**config.mk**
```make
export PLATFORM = sky130hd
export DESIGN_NAME = matrix_feeder
export DESIGN_NICKNAME = d
export VERILOG_FILES = /design/src/rtl/fp8_pkg.sv /design/src/rtl/fp8_matrix_bank.sv /design/src/rtl/matrix_feeder.sv
export SDC_FILE = /design/constraint.sdc
export NUM_CORES = 1
export LEC_CHECK = 0
export BUFFER_PORTS_ARGS = -buffer_cell sky130_fd_sc_hd__buf_2
export CAP_MARGIN = 20
export CORE_ASPECT_RATIO = 0.9
export CORE_MARGIN = 2
export CORE_UTILIZATION = 50
export CTS_BUF_LIST = sky130_fd_sc_hd__clkbuf_4 sky130_fd_sc_hd__clkbuf_8 sky130_fd_sc_hd__clkbuf_16
export DETAILED_ROUTE_END_ITERATION = 6
export PLACE_DENSITY = 0.7
export SYNTH_ARGS = -nofsm -noshare
export SYNTH_HDL_FRONTEND = slang
export SYNTH_SLANG_ARGS = --single-unit
```
**constraint.sdc**
```tcl
create_clock -name clk -period 6 [get_ports clk]
set_clock_uncertainty 0.15 [all_clocks]
set_input_delay 1.5 -clock clk [delete_from_list [all_inputs] [get_ports clk]]
set_output_delay 1.5 -clock clk [all_outputs]
set_load 0.1 [all_outputs]
```
**src/rtl/fp8_pkg.sv**
```systemverilog
// Shared fp8 (1s/3e/4m, bias 3) types and constants plus the feeder state encoding.
package fp8_pkg;

   typedef logic [7:0] fp8_t;

   localparam fp8_t FP8_ZERO    = 8'h00;
   localparam fp8_t FP8_NEGZERO = 8'h80;
   localparam fp8_t FP8_ONE     = 8'h30;

   typedef enum logic [1:0] {
      ST_IDLE = 2'd0,
      ST_RUN  = 2'd1,
      ST_DONE = 2'd2
   } feeder_state_t;

endpackage

```
**src/rtl/fp8_matrix_bank.sv**
```systemverilog
// NxN fp8 register file: one write port, whole-array parallel read, synchronous clear.
module fp8_matrix_bank
   import fp8_pkg::*;
#(
   parameter int N  = 3,
   parameter int W  = 8,
   localparam int IW = $clog2(N)
) (
   input  logic              clk,
   input  logic              reset,
   input  logic              wr_en_i,
   input  logic [IW-1:0]     wr_row_i,
   input  logic [IW-1:0]     wr_col_i,
   input  logic [W-1:0]      wr_data_i,
   output logic [N*N*W-1:0]  rd_o
);

   logic [N*N*W-1:0] mem_q;
   logic [N*N*W-1:0] mem_d;

   // Indices >= N match no cell, so out-of-range writes fall away naturally.
   always_comb begin
      mem_d = mem_q;
      for (int r = 0; r < N; r++) begin
         for (int c = 0; c < N; c++) begin
            if (wr_en_i && wr_row_i == IW'(r) && wr_col_i == IW'(c)) begin
               mem_d[(r*N+c)*W +: W] = wr_data_i;
            end
         end
      end
   end

   always_ff @(posedge clk) begin
      if (reset) begin
         mem_q <= '0;
      end else begin
         mem_q <= mem_d;
      end
   end

   // Read view already includes a write committing at this edge, so a start
   // issued alongside a write launches with the updated element.
   assign rd_o = mem_d;

endmodule

```
**src/rtl/matrix_feeder.sv**
```systemverilog
// Skewed A/B operand feeder for an NxN fp8 systolic array.
// Build option: MATRIX_FEEDER_NEGZERO_FLUSH_EN stores 0x80 writes as 0x00.
//
// state | meaning
// IDLE  | banks writable, waiting for start
// RUN   | streaming step t = 0..3N-3 (data then zero flush)
// DONE  | one-cycle done pulse, lanes zero
module matrix_feeder
   import fp8_pkg::*;
#(
   parameter int N  = 3,
   parameter int W  = 8,
   localparam int IW = $clog2(N),
   localparam int TW = $clog2(3*N-2)
) (
   input  logic            clk,
   input  logic            reset,
   input  logic            load_valid,
   output logic            load_ready,
   input  logic            load_sel,
   input  logic [IW-1:0]   load_row,
   input  logic [IW-1:0]   load_col,
   input  logic [W-1:0]    load_data,
   input  logic            start,
   output logic            busy,
   output logic            done,
   output logic [N*W-1:0]  a_row,
   output logic [N*W-1:0]  b_col
);

   localparam logic [TW-1:0] T_LAST = TW'(3*N-3);

   feeder_state_t    state_q;
   logic [TW-1:0]    t_q;
   logic [N*W-1:0]   a_row_q, b_col_q;
   logic             busy_q, done_q, load_ready_q;

   logic             wr_en;
   logic [W-1:0]     wr_data;
   logic [N*N*W-1:0] a_mem, b_mem;
   logic [TW-1:0]    t_sel;
   logic [N*W-1:0]   a_row_d, b_col_d;

   assign wr_en = load_valid && load_ready_q;

`ifdef MATRIX_FEEDER_NEGZERO_FLUSH_EN
   assign wr_data = (load_data == W'(FP8_NEGZERO)) ? W'(FP8_ZERO) : load_data;
`else
   assign wr_data = load_data;
`endif

   fp8_matrix_bank #(.N(N), .W(W)) u_bank_a (
      .clk       (clk),
      .reset     (reset),
      .wr_en_i   (wr_en && !load_sel),
      .wr_row_i  (load_row),
      .wr_col_i  (load_col),
      .wr_data_i (wr_data),
      .rd_o      (a_mem)
   );

   fp8_matrix_bank #(.N(N), .W(W)) u_bank_b (
      .clk       (clk),
      .reset     (reset),
      .wr_en_i   (wr_en && load_sel),
      .wr_row_i  (load_row),
      .wr_col_i  (load_col),
      .wr_data_i (wr_data),
      .rd_o      (b_mem)
   );

   // Lanes for the step about to be presented: step 0 on launch, t+1 while running.
   assign t_sel = (state_q == ST_RUN) ? t_q + 1'b1 : '0;

   always_comb begin
      int ts;
      int d;
      a_row_d = '0;
      b_col_d = '0;
      ts      = int'(t_sel);
      d       = 0;
      for (int i = 0; i < N; i++) begin
         d = ts - i;
         if (d >= 0 && d < N) begin
            a_row_d[W*i +: W] = a_mem[(i*N+d)*W +: W];
            b_col_d[W*i +: W] = b_mem[(d*N+i)*W +: W];
         end
      end
   end

   always_ff @(posedge clk) begin
      if (reset) begin
         state_q      <= ST_IDLE;
         t_q          <= '0;
         a_row_q      <= '0;
         b_col_q      <= '0;
         busy_q       <= 1'b0;
         done_q       <= 1'b0;
         load_ready_q <= 1'b1;
      end else begin
         case (state_q)
            ST_IDLE: begin
               if (start) begin
                  state_q      <= ST_RUN;
                  t_q          <= '0;
                  a_row_q      <= a_row_d;
                  b_col_q      <= b_col_d;
                  busy_q       <= 1'b1;
                  load_ready_q <= 1'b0;
               end
            end
            ST_RUN: begin
               if (t_q == T_LAST) begin
                  state_q <= ST_DONE;
                  t_q     <= '0;
                  a_row_q <= '0;
                  b_col_q <= '0;
                  busy_q  <= 1'b0;
                  done_q  <= 1'b1;
               end else begin
                  t_q     <= t_q + 1'b1;
                  a_row_q <= a_row_d;
                  b_col_q <= b_col_d;
               end
            end
            ST_DONE: begin
               state_q      <= ST_IDLE;
               done_q       <= 1'b0;
               load_ready_q <= 1'b1;
            end
            default: begin
               state_q      <= ST_IDLE;
               t_q          <= '0;
               a_row_q      <= '0;
               b_col_q      <= '0;
               busy_q       <= 1'b0;
               done_q       <= 1'b0;
               load_ready_q <= 1'b1;
            end
         endcase
      end
   end

   assign a_row      = a_row_q;
   assign b_col      = b_col_q;
   assign busy       = busy_q;
   assign done       = done_q;
   assign load_ready = load_ready_q;

endmodule

```
; Word-level counts from Yosys, hierarchy flattened
; Cells that the tools add are included.
; Widths: inputs -> output; s select.
[op_classes]
mux = 44
addsub = 7
magnitude_cmp = 6
reduce_logical = 39
n_bitwise = 3
n_shift = 6
n_mul = 3
n_eq_ne = 9
[ops]
columns = operator, n
row1 = $mux 8, 24
row2 = $pmux 24 s3, 2
row3 = $shiftx 72x11->8, 2
row4 = $shiftx 72x8->8, 2
row5 = $mux 24, 4
row6 = $shiftx 72x7->8, 1
row7 = $shiftx 72x9->8, 1
row8 = $logic_and 1x1->1, 30
row9 = $mul 4x3->7 const B, 2
row10 = $mux 3, 3
row11 = $pmux 3 s3, 1
row12 = $add 7x2->8 const B, 1
row13 = $add 7x3->8 const B, 1
row14 = $ge 4x1->1 const B, 2
row15 = $lt 4x3->1 const B, 2
row16 = $reduce_and 2->1, 4
row17 = $eq 2x1->1 const B, 3
row18 = $eq 2x2->1 const B, 3
row19 = $logic_not 2->1, 3
row20 = $add 3x4->5 const A, 1
row21 = $add 4x4->5 const A, 1
row22 = $mul 3x2->5 const B, 1
row23 = $mux 1, 4
row24 = $mux 2, 2
row25 = other kinds (14), 17
[totals]
input_bits = 17
output_inout_bits = 51
regBits = 200
wordCells = 126

; Longest topological paths before layout
; Gate-level depths: netlist of run 1.
[depth]
ltp_word = 9
mapped_depth = 19
mapped_depth_nobuf = 14

; By module
; From an unflattened synthesis of run 1, not the netlist that was laid out.
[hier_totals]
cells_unflattened = 1270
hier_area_um2 = 12493.2
[modules_own_cells]
columns = module, area_per_inst_um2, seq_area_each_um2, n_inst, cells_each
row1 = fp8_matrix_bank, 3787.4, 1441.4, 2, 348
row2 = matrix_feeder, 4918.5, 1121.1, 1, 574

; Worst setup path before layout of run 1
; Ideal clock, no wire load.
[synth_timing]
path_kind = register to register
start = register t_q[0]
end = register b_col_q[12] (netlist: b_col[12])
arrival_ns = 4.763
n_path_buf = 6
slack_ns = 1.017
stages_incl_launch_ff = 19
period_less_slack_ns = 4.983
path_cell_list = dfxtp_1 -> inv_1 -> ha_1 -> or3b_2 -> clkbuf_1 -> clkbuf_1 -> buf_1 -> ha_1 -> clkbuf_1 -> xnor2_1 -> ha_1 -> a21boi_0 -> ha_1 -> or4b_4 -> buf_6 -> or4_1 -> or3_1 -> buf_6 -> o21ai_1
[synth_between]
elab_chain_cells = 9
elab_cells_between_ends = 14
cone_classes = add/sub (3) / mul (1) / order compare (2) / eq/ne (1) / shift (1) / mux (5) / reduce/logical (1)
[synth_lines]
columns = item, line
row1 = from (decl), matrix_feeder.sv:34  ; logic [TW-1:0] t_q;
row2 = from (signal assigned), matrix_feeder.sv:121  ; t_q <= t_q + 1'b1;
row3 = $add 3x1->3, matrix_feeder.sv:73  ; assign t_sel = (state_q == ST_RUN) ? t_q + 1'b1 : '0;
row4 = $mux 3, matrix_feeder.sv:73
row5 = $sub 3x1->4, matrix_feeder.sv:83  ; d = ts - i;
row6 = $mul 4x3->7, matrix_feeder.sv:86  ; b_col_d[W*i +: W] = b_mem[(d*N+i)*W +: W];
row7 = $add 7x2->8, matrix_feeder.sv:86
row8 = $shiftx 72x11->8, matrix_feeder.sv:86
row9 = $mux 8, matrix_feeder.sv:84  ; if (d >= 0 && d < N) begin
row10 = "$mux 24, on equally long branches", "matrix_feeder.sv:113, matrix_feeder.sv:103"
row11 = $pmux 24 s3 *, matrix_feeder.sv:101  ; case (state_q)
row12 = to (signal assigned), matrix_feeder.sv:107  ; b_col_q <= b_col_d;
row13 = to (signal assigned), matrix_feeder.sv:123  ; b_col_q <= b_col_d;
row14 = to (decl), matrix_feeder.sv:35  ; logic [N*W-1:0] a_row_q, b_col_q;
; Every way passes the cells marked *; elsewhere a longest branch is shown, timed or not. The select of a mux whose other input is x is not followed.
; A chain may end at the register's enable or synchronous reset.

; Worst setup path after layout of run 1
[layout_timing]
start = register t_q[0]
end = register b_col_q[8] (netlist: b_col[8])
; Same word-level chain as after synthesis.

==> run metrics, run 1 <==
outcome completed; Finished Cell Area 12400 sq um; synthesis-to-finish area growth 8.81%; CP Data Required Time 6.22 ns; post-CTS setup buffer count 0; detailed placer's ending HPWL 24700 um; Max FO, Critical Path 27; # H-tree levels 4; syn avg cell area 7.91 sq um; Chip Width 163 um; CTS sink cnt 200; Starting Density 0.507; vias per inst 6.34; largest net degree at the start of global routing 103; main combinational cell family by area after synthesis simple AND/OR/NAND/NOR gates; Max-Cap Viols 0; row cnt 52; post-synthesis compound-gate area fraction 0.224; Final period util 0.860; first-pass GRT wire length 57200 um; worst setup path class flip-flop to flip-flop; Antenna Nets Post-Route 0; CTS tree built; number of flops mapped to enable cells by yosys 0; Core ar. 22400 sq um; Mapped Nets 1478; Max Root-Sink Buffers 2; clk slew on worst S/H paths 0.08 ns; Layout Nets 1458; initial antenna violation count 1; Synth Warn # 0; Synth cell types 74; 1st-iter DRT viols 1423; Final Core Density 0.552; largest cells by area after synthesis dfxtp_1, nand2_1, mux2i_1; Setup TNS Final 0 ns; Root Buffer clkbuf_16; Synth area leader dfxtp_1; vias 11.0k; maximum VDD drop 0.189 mV; simple-gate share of the synthesized area 0.233; number of gates resized after CTS 0; P_leak 4.77 nW; number of remaining DRC errors 0; Post-DP Area 11800 sq um; cts hold-fix bufs 0; Crit. End Element flip-flop; share of cells above drive strength 1 0.127; RSZ-0062 raised after global routing false; crit path DAT 5.38 ns; final setup vio count 0; power density cells 247 nW/um^2; Hold Vio Cnt, Final 0; measured slew at the worst slew-check pin 1.11 ns; Port Buffers 67; grt total ovfl 0; drt first pass iters 7; xor and xnor area share after synthesis 0.0100; FF+latch count, synth 200; HP Start a_row[5]$_SDFFE_PP0P_; routed len/inst 21.2 um; Seq/Total Area, Yosys 0.352; synthesized area 11400 sq um; gpl congestion 0.990; Top Ports 68; GRT Overall Usage 0.305; fmax 0.194 GHz; Inserted Clock Buffers 17; Post-Synth Adder-Cell Area 0.0237; Die ar. 24000 sq um; share of the synthesized area in the top cell type 0.352; mux contribution to synthesized area 0.104; hold crit path type flip-flop to flip-flop; Rel. slew slack 0.259; die height 147 um; hold depth 2; clk_lat worst skew 0.44 ns; Worst Reg-to-Reg Cells 14; Async S/R FF share, synth 0; antenna diode count 0; Slew Limit Fails 0; crit path launch t_q[0]$_SDFFE_PP0P_; Routed WL 36600 um; Tmin final 5.16 ns; top_reg_cell synth dfxtp_1; CP Launch Type flip-flop; Critical R2R Launch t_q[0]$_SDFFE_PP0P_; vias in the first global route 9853; Synth Instances 1440
[cells in the mapped netlist, drive strengths merged (11+ instances only)]
library cell and count:
a211oi 22, a21oi 121, a221oi 15, a22o 18, a22oi 18, and3 15, buf 28, clkbuf 100
dfxtp 200, ha 20, inv 23, mux2 41, mux2i 72, nand2 238, nand3 25, nand4 58
nor2 100, nor3 30, o211ai 43, o21ai 68, o22ai 18, o31ai 11, or3 11
[cell families after synthesis]
group	Yosys count
AND/OR/NAND/NOR	546
adder cells (fa/ha/maj)	21
multiplexers	113
AO/OA/AOI/OAI	394
buffers and inverters	153
XOR/XNOR	13
flip-flops	200
[stage by stage]
step / instances / power, mW / setup slack [ns] / hold slack [ns]
floorplan: 1440 / 1.73 / 1.02 / 0.277
global placement: 1698 / 1.84 / 1.17 / 0.286
detailed placement: 1698 / 1.85 / 0.967 / 0.293
CTS: 1730 / 3.06 / 0.941 / 0.302
global route: 1730 / 3.17 / 0.618 / 0.312
finish: 1730 / 3.06 / 0.840 / 0.299
[where the power goes]
part           internal, mW  switching (mW)
Clock                 0.654           0.580
Combinational         0.137           0.349
Sequential             1.34         0.00863
Total                  2.13           0.937
[layout by cell type (no fill, tap or decap), types with 9 or more instances in the layout]
master     netlist  final
nand2_1        238    238
dfxtp_1        200    200
a21oi_1        121    120
nor2_1         100    100
mux2i_1         72     72
buf_2           12     66
nand4_1         58     58
o21ai_0         56     56
o211ai_1        43     43
mux2_2          41     41
nand3_1         25     25
nor3_1          26     25
buf_4            0     23
inv_1           23     22
a211oi_1        22     22
ha_1            20     20
o22ai_1         18     18
a22oi_1         18     18
a22o_1          18     18
clkbuf_16        0     17
a221oi_1        15     15
and3_1          14     14
o21ai_1         12     12
or3_1           11     11
o31ai_1         11     11
xnor2_1         10     10
nor4_1           9      9
and2_1           9      9
[final cells by class]
class / count / area [sq um]
multi-input cells: 1087 / 6790
inverters: 25 / 93.8
flip-flops and latches: 200 / 4000
well taps: 297 / 372
clock inverters: 13 / 179
clock buffers: 19 / 447
repair buffers: 89 / 503
fillers: 2103 / 10100
[sequential cells by signal, summed over array words and instances, names as in the netlist]
register and count:
t_q 3, state_q 2, u_bank_a.mem_q 72, done 1, b_col 24, load_ready 1, a_row 24, u_bank_b.mem_q 72
busy 1
[critical path: stages (launching register included)]
cell,delay [ns]
dfxtp_1,0.50
inv_1,0.08
ha_1,0.34
or3b_2,0.76
ha_1,0.46
xnor2_1,0.42
inv_1,0.15
ha_1,0.27
ha_1,0.35
nor2b_1,0.14
o21ai_0,0.21
xor2_1,0.16
or4_1,0.41
or3_1,0.49
o21ai_1,0.18
[metal layers]
layer	GRT usage	wire length, um
met1	0.464	16800
met2	0.428	15400
met3	0.0765	3940
met4	0.0677	501
met5	0	11
[final timing paths]
path                           endpoint  slack [ns]
setup / recovery  b_col[8]$_SDFFE_PP0P_        0.84
hold / removal    a_row[5]$_SDFFE_PP0P_        0.30
setup reg to reg  b_col[8]$_SDFFE_PP0P_        0.84
hold reg to reg   a_row[5]$_SDFFE_PP0P_        0.30
No activity file was read; power rests on OpenSTA's default activity.
==> run 2, diff against run 1 <==
- CORE_UTILIZATION: 50 -> 60
- PLACE_DENSITY: 0.7 -> 0.81
==> run 2 against run 1 <==
  * The run now ends with design-rule violations left
  * Sequential power barely moved
  * Clock power hardly changed
  * Setup slack worse by 0.0096 ns
  * Worst hold slack improved by 0.0050 ns
  * Combinational power barely moved
  * Global-route usage increased by 5.0 points
  * Die area down 16%
  * Critical endpoint is now b_col[12]$_SDFFE_PP0P_
  * Sequential share of layout area up 0.27 points
  * Wire length fell by 1.5%
==> run metrics, run 2 (same netlist as run 1, synthesis figures left out) <==
outcome finished with violations; failing checks design-rule violations; vias 11.4k (+4.3%); post-CTS setup buffer count 0 (unchanged); number of remaining DRC errors 2 (+2); Combinational Power Share 0.160 (+0.002); synthesis-to-finish area growth 7.92%; measured slew at the worst slew-check pin 1.10 ns (-0.0112 ns); sequential share of power 0.445 (+0.006); CTS tree built; grt total ovfl 0 (unchanged); # H-tree levels 4 (unchanged); Setup TNS Final 0 ns (unchanged); placed insts 1642 (-3.3%); routed len/inst 21.5 um (+1.6%); die height 135 um (-8.5%); Starting Density 0.615 (+0.107); Root Buffer clkbuf_16; fmax 0.193 GHz (-0.19%); Max Root-Sink Buffers 2 (unchanged); vias in the first global route 10.0k (+1.9%); detailed placer's ending HPWL 24300 um (-1.9%); top cell family by delay on the critical path simple AND/OR/NAND/NOR gates; Port Buffers 67 (unchanged); Top Ports 68 (unchanged); Psw 0.902 mW (-3.8%); clk_lat worst skew 0.45 ns (about the same); worst setup path class flip-flop to flip-flop; worst path bufs/invs 2 (unchanged); number of gates resized after CTS 0 (unchanged); Layout fillers 1610 (-23%); Rel. slew slack 0.266 (+0.00747); most frequent cells in the layout nand2_1, dfxtp_1, a21oi_1; Int Power 2.13 mW (about the same); CP Cell Sequence inv_1, ha_1, or3b_2, ha_1, xnor2_1, inv_1, ha_1, ha_1, nor2b_1, o21ai_0, xor2_1, or4_1, or3_1, o21ai_1; Inserted Clock Buffers 17 (unchanged); CTS sink cnt 200 (unchanged); drt first pass iters 7 (unchanged); maximum VDD drop 0.188 mV (-0.26%); commonest non-fill, non-tap cell in the layout nand2_1; most used cell, CP ha_1; Antenna Nets Post-Route 0 (unchanged); Tmin final 5.17 ns (+0.00964 ns); critical path's slowest cell or3b_2; gpl congestion 0.939 (-5.1%); final setup vio count 0 (unchanged); CP Data Required Time 6.23 ns (about the same); vias per inst 6.83 (+7.6%); Crit. End Element flip-flop; Layout Nets 1455 (-0.21%); RSZ-0062 raised after global routing false; cts hold-fix bufs 0 (unchanged); switching part of the total 0.298 (-0.00815); Max FO, Critical Path 27 (unchanged); Final period util 0.862 (+0.00161); Clock power frac 0.395 (-0.007); power density cells 246 nW/um^2 (-0.34%); Chip Width 149 um (-8.5%); 1st-iter DRT viols 1506 (+5.8%); first-pass GRT wire length 56100 um (-1.9%); Regs by FF count u_bank_a.mem_q x72, u_bank_b.mem_q x72; crit path DAT 5.39 ns (about the same); row cnt 47 (-9.6%); Slew Limit Fails 0 (unchanged); hold crit path type flip-flop to flip-flop; Cell Count, Final, Fillers Out 1676 (-3.1%); CP Launch Type flip-flop; clk slew on worst S/H paths 0.07 ns (about the same); share of cells above drive strength 1 0.125 (-0.00183); largest net degree at the start of global routing 101 (-1.9%); slowest stage delay, CP 0.75 ns (about the same); initial antenna violation count 0 (-1); Core ar. 18500 sq um (-17%); Die ar. 20100 sq um (-16%); GRT Overall Usage 0.354 (+0.0500); Hold Vio Cnt, Final 0 (unchanged); Routed WL 36000 um (-1.5%); Final Power 3.03 mW (-1.2%); Max-Cap Viols 0 (unchanged); P_leak 4.76 nW (-0.33%)
[run 2: cell count changes in the layout (fill, tap and decap cells not counted)]
cell        change
clkbuf_4        +1
diode_2         +1
buf_6           +1
clkinv_8        -1
clkinv_4        +1
inv_8           -4
buf_4           -4
clkinvlp_4      -1
clkinv_2        +2
clkbuf_8        +1
inv_6           +1
[run 2: power groups by stage]
stage / clock network [mW] / logic [mW] / registers [mW]
after floorplan: 0 / 0.325 / 1.40
after global placement: 0 / 0.459 / 1.38
after detailed placement: 0 / 0.466 / 1.38
after CTS: 1.20 / 0.468 / 1.35
after global routing: 1.25 / 0.513 / 1.35
final: 1.20 / 0.485 / 1.35
[run 2: metrics by stage]
step	hold WS [ns]	instance area, sq um	utilization	worst slack (ns)
3_5_place_dp	0.295	11700	0.630	0.946
5_1_grt	0.322	12300	0.663	0.645
4_1_cts	0.304	12300	0.663	0.901
6_report	0.304	12300	0.663	0.830
2_1_floorplan	0.277	11400	-	1.02
3_3_place_gp	0.285	11700	0.630	1.19
[run 2: layout make-up]
| class | count | area [sq um] | share of cell area |
|---|---|---|---|
| timing repair buffer | 86 | 484 | 0.0394 |
| inverter | 25 | 93.8 | 0.00764 |
| multi-input combinational | 1087 | 6790 | 0.553 |
| clock buffer | 21 | 468 | 0.0381 |
| sequential | 200 | 4000 | 0.326 |
| antenna | 1 | 2.50 | 0.000204 |
| clock inverter | 11 | 138 | 0.0112 |
| tap | 245 | 307 | 0.0249 |
[run 2: final timing paths]
path	start	endpoint	slack [ns]	depth (start not counted)
max	t_q[0]$_SDFFE_PP0P_	b_col[12]$_SDFFE_PP0P_	0.83	14
min	u_bank_a.mem_q[46]$_SDFF_PP0_	u_bank_a.mem_q[46]$_SDFF_PP0_	0.30	2
max reg2reg	t_q[0]$_SDFFE_PP0P_	b_col[12]$_SDFFE_PP0P_	0.83	14
min reg2reg	u_bank_a.mem_q[46]$_SDFF_PP0_	u_bank_a.mem_q[46]$_SDFF_PP0_	0.30	2
[run 2: worst min-delay path: stages, from the launching register on]
cell	delay [ns]
dfxtp_1	0.31
nand2_1	0.05
a21oi_1	0.05
[run 2: per-layer routing]
| layer | global-route usage | part of all wire | up-vias |
|---|---|---|---|
| li1 | - | - | 5193 |
| met1 | 0.528 | 0.41 | 5377 |
| met2 | 0.516 | 0.43 | 790 |
| met3 | 0.0804 | 0.14 | 81 |
| met4 | 0.0915 | 0.019 | 0 |
| met5 | 0 | 0 | - |
==> run 3, diff against run 2 <==
- BUFFER_PORTS_ARGS: -buffer_cell sky130_fd_sc_hd__buf_2 -> -buffer_cell sky130_fd_sc_hd__buf_4
==> run 3 against run 2 <==
  * The flow now finishes without violations
  * Clock-buffer cell count down 4
  * Critical endpoint is now b_col[10]$_SDFFE_PP0P_
  * Global-route usage down 0.13 points
  * Die area unchanged
  * Combinational power up 2%
  * Clock power about the same
  * Sequential power about the same
  * Via count down 2.3%
  * Non-clock buffer count down 1
==> run metrics, run 3 (same netlist as run 1, synthesis figures left out) <==
outcome completed; gpl congestion 0.962 (+2.4%); Tmin final 5.10 ns (-0.0651 ns); grt total ovfl 0 (unchanged); Setup TNS Final 0 ns (unchanged); Die ar. 20100 sq um (unchanged); synthesis-to-finish area growth 9.11%; critical path's slowest cell or3b_2; Chip Width 149 um (unchanged); top cell family by delay on the critical path simple AND/OR/NAND/NOR gates; first-pass GRT wire length 55500 um (-1.2%); CP Cell Sequence inv_1, ha_1, or3b_2, ha_1, xnor2_1, inv_1, ha_1, ha_1, nor2b_1, o21ai_0, xor2_1, or4_1, or3_1, o21ai_1; Worst Reg-to-Reg Cells 14 (unchanged); hold crit path type flip-flop to flip-flop; Slew Limit Fails 0 (unchanged); vias 11.2k (-2.3%); CTS tree built; Max FO, Critical Path 27 (unchanged); initial antenna violation count 0 (unchanged); Root Buffer clkbuf_16; HP Start u_bank_b.mem_q[11]$_SDFF_PP0_; clk slew on worst S/H paths 0.08 ns (about the same); drt first pass iters 6 (-1); Starting Density 0.615 (unchanged); number of remaining DRC errors 0 (-2); most used cell, CP ha_1; antenna diode count 0 (-1); 1st-iter DRT viols 1600 (+6.2%); Routed WL 35800 um (-0.53%); detailed placer's ending HPWL 24000 um (-1.0%); final setup vio count 0 (unchanged); switching part of the total 0.307 (+0.00954); vias in the first global route 9887 (-1.5%); RSZ-0062 raised after global routing false; Crit. End Element flip-flop; maximum VDD drop 0.222 mV (+18%); Layout Nets 1454 (-0.069%); measured slew at the worst slew-check pin 1.12 ns (+0.0181 ns); Core ar. 18500 sq um (unchanged); Clock power frac 0.394 (about the same); Final period util 0.851 (-0.0108); worst reg-to-reg setup slack 0.90 ns (+0.07 ns); row cnt 47 (unchanged); WHS Endpoint u_bank_b.mem_q[11]$_SDFF_PP0_; sequential share of power 0.444 (about the same); commonest non-fill, non-tap cell in the layout nand2_1; most frequent cells in the layout nand2_1, dfxtp_1, a21oi_1; critical path depth in cells 14 (unchanged); Int Power 2.10 mW (-1.2%); GRT Overall Usage 0.353 (-0.00128); clk_lat worst skew 0.46 ns (about the same); die height 135 um (unchanged); Final Core Density 0.671 (+0.00730); cts hold-fix bufs 0 (unchanged); power density cells 244 nW/um^2 (-0.94%); Max Root-Sink Buffers 2 (unchanged); CP Launch Type flip-flop; routed len/inst 21.4 um (-0.41%); Port Buffers 67 (unchanged); Critical R2R Launch t_q[0]$_SDFFE_PP0P_; worst setup path class flip-flop to flip-flop; hold depth 2 (unchanged); # H-tree levels 4 (unchanged); largest net degree at the start of global routing 88 (-13%); Regs by FF count u_bank_a.mem_q x72, u_bank_b.mem_q x72; post-CTS setup buffer count 0 (unchanged); P_leak 4.75 nW (-0.16%); fmax 0.196 GHz (+1.3%); Rel. slew slack 0.253 (-0.0137); CP Data Required Time 6.23 ns (about the same); slowest stage delay, CP 0.76 ns (about the same); Max-Cap Viols 0 (unchanged); Psw 0.932 mW (+3.4%); Top Ports 68 (unchanged); vias per inst 6.68 (-2.2%); Antenna Nets Post-Route 0 (unchanged); share of cells above drive strength 1 0.125 (-0.000612); number of gates resized after CTS 0 (unchanged); crit path DAT 5.34 ns (-0.05 ns); Combinational Power Share 0.162 (+0.002); reg-to-reg critical path endpoint b_col[10]$_SDFFE_PP0P_; CTS sink cnt 200 (unchanged); worst path bufs/invs 2 (unchanged); Hold Vio Cnt, Final 0 (unchanged); Inserted Clock Buffers 17 (unchanged)
run 3: cell types whose count changed in the layout (fill, tap and decap cells not counted), moves of 2 or more:
cell,previous run,this run
inv_6,4,6
buf_2,66,0
clkbuf_8,2,0
buf_4,19,85
clkbuf_4,2,0
clkinv_2,2,4
run 3: power by group through the flow:
stage,clock (mW),sequential (mW),combinational [mW]
after floorplan,0,1.40,0.325
after global placement,0,1.38,0.464
after detailed placement,0,1.38,0.471
after CTS,1.19,1.35,0.475
after global routing,1.23,1.35,0.524
final,1.19,1.35,0.493
run 3: worst register-to-register path: cells and delay by family, from the launching register on:
| kind | cells | cell delay, ns |
|---|---|---|
| xor gates and xnor gates | 2 | 0.54 |
| DFF | 1 | 0.50 |
| buffers and inverters | 2 | 0.24 |
| AOI/OAI and AO/OA | 2 | 0.36 |
| adders and majority gates | 4 | 1.44 |
| and+or+nand+nor | 4 | 1.80 |
run 3: area by class of cell:
type	instances	area, sq um
Clock buffer	17	425
Clock inverter	15	164
Fill cell	1574	6100
Inverter	25	93.8
Multi-Input combinational cell	1087	6790
Sequential cell	200	4000
Tap cell	245	307
Timing Repair Buffer	85	638
run 3: stage by stage:
step	cells	hold WS (ns)	worst slack [ns]	total power, mW	cell area, sq um
global route	1674	0.323	0.563	3.11	12400
global placement	1642	0.285	1.15	1.84	11800
floorplan	1440	0.277	1.02	1.73	11400
detailed placement	1642	0.293	0.977	1.85	11800
finish	1674	0.303	0.895	3.03	12400
CTS	1674	0.303	0.940	3.01	12400
run 3: how the worst max path moves through the flow:
stage / from / to / slack [ns]
after floorplan: t_q[0]$_SDFFE_PP0P_ / b_col[12]$_SDFFE_PP0P_ / 1.02
after global placement: t_q[0]$_SDFFE_PP0P_ / b_col[11]$_SDFFE_PP0P_ / 1.15
after detailed placement: t_q[0]$_SDFFE_PP0P_ / b_col[10]$_SDFFE_PP0P_ / 0.98
after CTS: t_q[0]$_SDFFE_PP0P_ / b_col[10]$_SDFFE_PP0P_ / 0.94
after global routing: t_q[0]$_SDFFE_PP0P_ / b_col[10]$_SDFFE_PP0P_ / 0.56
final: t_q[0]$_SDFFE_PP0P_ / b_col[10]$_SDFFE_PP0P_ / 0.90
run 3: metal layers:
layer / track usage / share of wire / vias to the layer above
met5: 0 / 0 / -
met4: 0.0841 / 0.019 / 0
met3: 0.109 / 0.13 / 60
met2: 0.498 / 0.42 / 648
met1: 0.525 / 0.44 / 5280
li1: - / - / 5191
